`src/rtl/pcs_pma_conf_ctrl.sv`:
```
// Per-channel 10GBASE-R bring-up sequencer driving the PCS/PMA configuration vector.
// Each channel owns one down-counting timer, reused for the pulse, lock-timeout and status periods.
//
//   state     | meaning
//   RESET_PMA | PMA reset pulse, TX disabled
//   RESET_PCS | PCS reset pulse, TX disabled
//   WAIT_LOCK | waiting for block lock, timeout retries bring-up
//   CLEAR     | one-cycle link-status set / fault clear
//   RUN       | channel up, periodic status-counter clear pulses
module pcs_pma_conf_ctrl #(
   parameter int NUM_CH       = 2,
   parameter int PULSE_CYCLES = 16,
   parameter int LOCK_TIMEOUT = 65536,
   parameter int STAT_PERIOD  = 1024,
   localparam int CHW = (NUM_CH > 1) ? $clog2(NUM_CH) : 1
) (
   input  logic                  clk,
   input  logic                  rst_n,
   input  logic                  cfg_wr,
   input  logic [CHW-1:0]        cfg_ch,
   input  logic                  cfg_loopback,
   input  logic                  cfg_tx_disable,
   input  logic                  cfg_restart,
   input  logic [NUM_CH-1:0]     block_lock,
   output logic [NUM_CH*536-1:0] pcs_pma_configuration_vector,
   output logic [NUM_CH-1:0]     ch_up,
   output logic [NUM_CH*3-1:0]   ch_state,
   output logic [NUM_CH*8-1:0]   ch_retry_cnt
);

   localparam int TMAX0 = (PULSE_CYCLES > LOCK_TIMEOUT) ? PULSE_CYCLES : LOCK_TIMEOUT;
   localparam int TMAX  = (TMAX0 > STAT_PERIOD) ? TMAX0 : STAT_PERIOD;
   localparam int TW    = $clog2(TMAX);

   localparam logic [TW-1:0] PULSE_LD = TW'(PULSE_CYCLES - 1);
   localparam logic [TW-1:0] LOCK_LD  = TW'(LOCK_TIMEOUT - 1);
   localparam logic [TW-1:0] STAT_LD  = TW'(STAT_PERIOD - 1);

   typedef enum logic [2:0] {
      RESET_PMA = 3'd0,
      RESET_PCS = 3'd1,
      WAIT_LOCK = 3'd2,
      CLEAR     = 3'd3,
      RUN       = 3'd4
   } state_e;

   for (genvar c = 0; c < NUM_CH; c++) begin : g_ch
      state_e         state_q, state_d;
      logic [TW-1:0]  tmr_q, tmr_d;
      logic [7:0]     retry_q, retry_d;
      logic           lb_q, txd_q;
      logic           sel;
      logic [535:0]   vec;

      assign sel = cfg_wr && (int'(cfg_ch) == c);

      always_ff @(posedge clk or negedge rst_n) begin
         if (!rst_n) begin
            state_q <= RESET_PMA;
            tmr_q   <= PULSE_LD;
            retry_q <= 8'd0;
            lb_q    <= 1'b0;
            txd_q   <= 1'b0;
         end else begin
            state_q <= state_d;
            tmr_q   <= tmr_d;
            retry_q <= retry_d;
            if (sel) begin
               lb_q  <= cfg_loopback;
               txd_q <= cfg_tx_disable;
            end
         end
      end

      // Restart has priority over every state-local event, including timeout and lock.
      always_comb begin
         state_d = state_q;
         tmr_d   = tmr_q;
         retry_d = retry_q;
         if (sel && cfg_restart) begin
            state_d = RESET_PMA;
            tmr_d   = PULSE_LD;
         end else begin
            case (state_q)
               RESET_PMA: begin
                  if (tmr_q == '0) begin
                     state_d = RESET_PCS;
                     tmr_d   = PULSE_LD;
                  end else begin
                     tmr_d = tmr_q - 1'b1;
                  end
               end
               RESET_PCS: begin
                  if (tmr_q == '0) begin
                     state_d = WAIT_LOCK;
                     tmr_d   = LOCK_LD;
                  end else begin
                     tmr_d = tmr_q - 1'b1;
                  end
               end
               WAIT_LOCK: begin
                  if (block_lock[c]) begin
                     state_d = CLEAR;
                  end else if (tmr_q == '0) begin
                     state_d = RESET_PMA;
                     tmr_d   = PULSE_LD;
                     if (retry_q != 8'hFF) retry_d = retry_q + 8'd1;
                  end else begin
                     tmr_d = tmr_q - 1'b1;
                  end
               end
               CLEAR: begin
                  state_d = RUN;
                  tmr_d   = STAT_LD;
               end
               RUN: begin
                  if (!block_lock[c]) begin
                     state_d = WAIT_LOCK;
                     tmr_d   = LOCK_LD;
                  end else if (tmr_q == '0) begin
                     tmr_d = STAT_LD;
                  end else begin
                     tmr_d = tmr_q - 1'b1;
                  end
               end
               default: begin
                  state_d = RESET_PMA;
                  tmr_d   = PULSE_LD;
               end
            endcase
         end
      end

      always_comb begin
         vec      = '0;
         vec[0]   = lb_q;
         vec[15]  = (state_q == RESET_PMA);
         vec[16]  = txd_q || (state_q == RESET_PMA) || (state_q == RESET_PCS);
         vec[110] = lb_q;
         vec[111] = (state_q == RESET_PCS);
         vec[512] = (state_q == CLEAR);
         vec[513] = (state_q == CLEAR);
         vec[516] = (state_q == CLEAR);
         vec[517] = (state_q == CLEAR);
         vec[518] = (state_q == RUN) && (tmr_q == '0);
         vec[519] = (state_q == RUN) && (tmr_q == '0);
      end

      assign pcs_pma_configuration_vector[c*536 +: 536] = vec;
      assign ch_up[c]                = (state_q == RUN);
      assign ch_state[c*3 +: 3]      = state_q;
      assign ch_retry_cnt[c*8 +: 8]  = retry_q;
   end

endmodule

```
`config.mk`:
```
export PLATFORM = sky130hd
export DESIGN_NAME = pcs_pma_conf_ctrl
export DESIGN_NICKNAME = d
export VERILOG_FILES = /design/src/rtl/pcs_pma_conf_ctrl.sv
export SDC_FILE = /design/constraint.sdc
export NUM_CORES = 1
export LEC_CHECK = 0
export CORE_AREA = 2 2 429 431
export CTS_BUF_LIST = sky130_fd_sc_hd__clkbuf_8
export DETAILED_ROUTE_END_ITERATION = 8
export DIE_AREA = 0 0 431 433
export MAX_ROUTING_LAYER = met4
export PLACE_DENSITY_LB_ADDON = 0.12
export SETUP_SLACK_MARGIN = 0.5
export SYNTH_ARGS = -nofsm -noshare
export SYNTH_HDL_FRONTEND = slang
export SYNTH_SLANG_ARGS = --single-unit
```
`constraint.sdc`:
```
create_clock -name clk -period 5.1 [get_ports clk]
set_input_delay 0.765 -clock clk [delete_from_list [all_inputs] [get_ports clk]]
set_output_delay 0.765 -clock clk [all_outputs]
set_load 0.02 [all_outputs]
```
# ---- Yosys cells after proc, flatten, opt, wreduce, memory -nomap -nowiden
# Cells that the tools add are included.
dict set report classes {
  n_addsub 4
  n_mul 0
  div_mod_pow 0
  magnitude_cmp 0
  eq_ne 20
  n_shift 0
  muxes 28
  bitwise 5
  reduce_logical 18
}
# operator n
set ops {}
lappend ops {{2-to-1 mux 16 bit} 12}
lappend ops {{case mux 16 bit (5 select lines)} 2}
lappend ops {{2-to-1 mux 3 bit} 12}
lappend ops {{logical NOT 16 bit} 2}
lappend ops {{subtractor 16 x 1 -> 16 bit (second input constant)} 2}
lappend ops {{case mux 3 bit (5 select lines)} 2}
lappend ops {{adder 8 x 1 -> 8 bit (second input constant)} 2}
lappend ops {{!= test 8 bit (second input constant)} 2}
lappend ops {{equality test 3 x 2 -> 1 bit (second input constant)} 4}
lappend ops {{!= test 3 x 1 -> 1 bit (second input constant)} 4}
lappend ops {{AND reduction 5 bit} 2}
lappend ops {{!= test 4 bit (second input constant)} 2}
lappend ops {{AND reduction 4 bit} 2}
lappend ops {{equality test 3 x 1 -> 1 bit (second input constant)} 2}
lappend ops {{equality test 3 bit (second input constant)} 2}
lappend ops {{logical AND 1 bit} 6}
lappend ops {{logical NOT 3 bit} 2}
lappend ops {{!= test 3 x 2 -> 1 bit (second input constant)} 2}
lappend ops {{!= test 3 bit (second input constant)} 2}
lappend ops {{NOT 1 bit} 5}
lappend ops {{logical OR 1 bit} 4}
dict set report totals {
  reg_bits 58
  latch_bits 0
  mem_bits_rw 0
  romBits 0
  out_inout_bits 1096
  mem_count 0
}

# ---- Longest topological paths before layout
dict set report logic_depth {
  ltp_word 5
  depth_mapped 8
  ltp_nobuf 7
}

# ---- Worst setup path after synthesis
# OpenSTA, ideal clock, no wires.
dict set report synth_timing {
  path_kind {register to output}
  from {register g_ch[1].tmr_q[6]}
  to {output port pcs_pma_configuration_vector[1055]}
  arrival_ps 2361
  required_time_ps 4335
  path_slack_ps 1974
  stages_incl_launch_ff 7
  n_path_buf 3
  path_cell_list {dfrtp_1 -> clkbuf_2 -> nor4_1 -> nand4_2 -> buf_2 -> nor4_1 -> buf_4}
}
dict set report synth_between {
  elab_chain_len 2
}
# element line
set synth_lines {}
lappend synth_lines {{from (decl)} 49} ;# logic [TW-1:0] tmr_q, tmr_d;
lappend synth_lines {{from (signal assigned)} 66} ;# tmr_q <= tmr_d;
lappend synth_lines {{logical NOT 16 bit} --}
lappend synth_lines {{logical AND 1 bit} --}
lappend synth_lines {{to (decl)} 25} ;# output logic [NUM_CH*536-1:0] pcs_pma_configuration_vector,
# No other way between the ends.

# ---- Final worst setup path
dict set report layout_timing {
  from {register g_ch[1].tmr_q[6]}
  to {output port pcs_pma_configuration_vector[1055]}
}
dict set report layout_between {
  elab_chain_len 2
}
# element line
set layout_lines {}
lappend layout_lines {{logical NOT 16 bit} 146} ;# vec[519] = (state_q == RUN) && (tmr_q == '0);
lappend layout_lines {{logical AND 1 bit} 146}
# No other way between the ends.

==> key figures <==
Run status
  – Status: finished clean

Synthesis
  – Top cells by area, synth: buf_4, dfrtp_1, dfstp_2, nor2_1, a21oi_1
  – Gate Count Post-Synth: 1489
  – Post-synth EDFFs: 0
  – Post-Synth XOR/XNOR Area: 1.417%
  – Most frequent cell after synthesis: buf_4
  – Mux cell area share after synthesis: 0.6073%
  – Post-Syn Area per Cell: 7.887 µm²
  – Yosys top cell by area: buf_4
  – Post-synth top cells: buf_4, dfrtp_1, nor2_1
  – Register bit total from synthesis: 58
  – Synth Area in Compound Gates: 6.712%
  – Post-Syn Area: 11740 µm²
  – Yosys top cell area share: 67.89%
  – Sequential area share after synthesis: 12.44%
  – Synthesized-area fraction occupied by adder cells: 0.6392%
  – Ys async rst share: 100.0%
  – Synth warn: 0
  – Count of different cell masters after synthesis: 70
  – Most frequently used flop master after synthesis: dfrtp_1
  – Largest family of logic cells by synthesized area: buffers and inverters
  – Synth Area in Simple Gates: 9.099%

CTS
  – Number of H-tree levels: 3
  – CTS Hold Bufs: 0
  – Worst-Skew Late Latency: 0.44 ns
  – Clock Path Buffers: 2
  – Clk root buf: clkbuf_8
  – Setup Fix Bufs, Post-CTS: 0
  – Clk slew on worst S/H paths: 0.10 ns
  – CTS buffer count: 9
  – CTS tree: done
  – Cts repair resizes: 0
  – Clock sink count: 58

Routing
  – Vias per cell: 1.532
  – Final wirelength: 28660 µm
  – Post-DRT Antenna Nets: 0
  – Vias after detailed routing: 6007
  – First drt pass iteration count: 4
  – Routed len/inst: 7.307 µm
  – Violation count after the first detailed-route iteration: 198
  – DRC Markers: 0

Final layout
  – Fillers: 21488
  – Net count, final: 1547
  – Share of cells above drive strength 1: 4.489%
  – FF+latch area: 1461 µm²
  – Ant. Diodes: 0
  – Multi-input logic area: 6127 µm²
  – Synth-to-Final Area Change: -2.802%

Setup path
  – Critical Path RT: 4.34 ns
  – Worst reg2reg path endpoint: g_ch[0].tmr_q[8]
  – Critical path class: reg2out
  – Worst setup EP type: primary output
  – Worst R2R Setup Slack: 2.40 ns
  – FF-to-FF Start: g_ch[0].tmr_q[0]
  – Worst-path fanout max: 16
  – Reg2Reg Depth: 7
  – Worst Path Arrival: 2.93 ns
  – Critical path launch point: g_ch[1].tmr_q[6]
  – Startpoint Class: flop
  – Worst setup path end: pcs_pma_configuration_vector[1055]

Floorplan
  – Die width: 431 µm
  – Top Ports: 1105
  – Starting Density: 6.449%
  – Rows: 157
  – Core area: 182100 µm²
  – DIE AREA: 186600 µm²
  – DIE HEIGHT: 433 µm

Global route
  – Largest net degree at the start of global routing: 38
  – Number of global-route vias before repair: 4660
  – Tot GR Track Use: 2.737%
  – Initial antenna violation count: 0
  – First-pass GRT wire length: 35470 µm
  – Residual overflow from global routing: 0

Job
  – Maxcap violations: 0

Timing
  – Period utilization: 72.51%
  – Final setup fails: 0
  – RSZ-0062 raised after global routing: false
  – Final hold viol count: 0
  – Total negative slack: 0 ns
  – Post-layout min period: 3.698 ns
  – Clock Skews: 0.01693 ns
  – Max_slew headroom: 38.67%
  – Max-slew violation count: 0
  – Worst-Margin Slew: 0.9150 ns
  – Fmax: 270.4 MHz
  – Hold_ws: 0.3629 ns

Power
  – Leak Pwr: 5.347 nW
  – Max VDD drop: 0.1103 mV
  – Cell Pwr Density: 253.6 nW/µm²

Placed design
  – Post-DP HPWL: 24340 µm
  – Final weighted congestion in routability-driven placement: 0.6207
  – Buffers on Ports: 54

Hold path
  – HP Class: in2async
[report_power, final]
group	total [W]	internal, W	switching, W	leakage (nW)
Clock	0.000474	0.000189	0.000285	0.0847
Sequential	0.000816	0.000602	0.000214	0.765
Combinational	0.00160	0.000363	0.00124	4.50
[how the worst min path moves through the flow]
stage	depth (start not counted)	endpoint	slack, ns	start
floorplan	0	g_ch[0].lb_q	0.47	rst_n
global placement	1	g_ch[1].retry_q[5]	0.53	g_ch[1].retry_q[5]
detailed placement	1	g_ch[1].retry_q[5]	0.51	g_ch[1].retry_q[5]
CTS	2	g_ch[0].tmr_q[8]	0.30	rst_n
global route	2	g_ch[0].tmr_q[8]	0.36	rst_n
finish	2	g_ch[0].tmr_q[14]	0.36	rst_n
[state kept, by name, indices dropped and copies added, names as in the netlist]
signal,cells
g_ch.txd_q,2
g_ch.lb_q,2
g_ch.retry_q,16
g_ch.state_q,6
g_ch.tmr_q,32
[area by class of cell]
cell class,instances,area share [%]
Tap cell,2385,26.14
Clock inverter,6,0.3617
Sequential cell,58,12.80
Clock buffer,10,1.206
Inverter,18,0.5919
Multi-Input combinational cell,1383,53.68
Timing Repair Buffer,62,5.218
[placed cells by master (no fill, tap or decap), drive strengths merged, types with 14 or more instances in the layout]
master	instances
conb	1050
clkdlybuf4s50	53
dfrtp	50
nor2	45
nand2	33
a21oi	27
o21ai	25
nand3	23
nor3	21
inv	19
nor4	14
[metrics by stage]
step | cells | setup slack [ns] | cell area [µm²] | util [%] | total power, W
after floorplan | 2538 | 1.974 | 15680 | - | 0.002700
after global placement | 3906 | 1.847 | 11240 | 6.170 | 0.002481
after detailed placement | 3906 | 1.828 | 11240 | 6.170 | 0.002426
after CTS | 3922 | 1.252 | 11410 | 6.268 | 0.002960
after global routing | 3922 | 1.190 | 11410 | 6.268 | 0.003148
final | 3922 | 1.402 | 11410 | 6.268 | 0.002895
[cell families after synthesis]
logic type,after synthesis
AOI/OAI and AO/OA,114
xor gates and xnor gates,19
adders and majority gates,6
buffers and inverters,1097
DFF,58
muxes,6
other,1
and+or+nand+nor,188
[routing by layer]
metal  vias up  share of wire, %  GRT usage (%)
met3        11               5.6         0.4960
met4         0               1.4          1.035
li1       2735                 -              -
met1      2867                28          2.248
met2       394                65          5.846
met5         -                 0              -
[worst max-delay path, cell delays in order, from the launching register on]
cell	delay [ns]
dfrtp_1	0.48
nor4_1	0.55
nand4_2	0.15
buf_4	0.24
nor4_1	0.36
clkdlybuf4s50_1	0.71
Power figures use the tool's default switching activity.
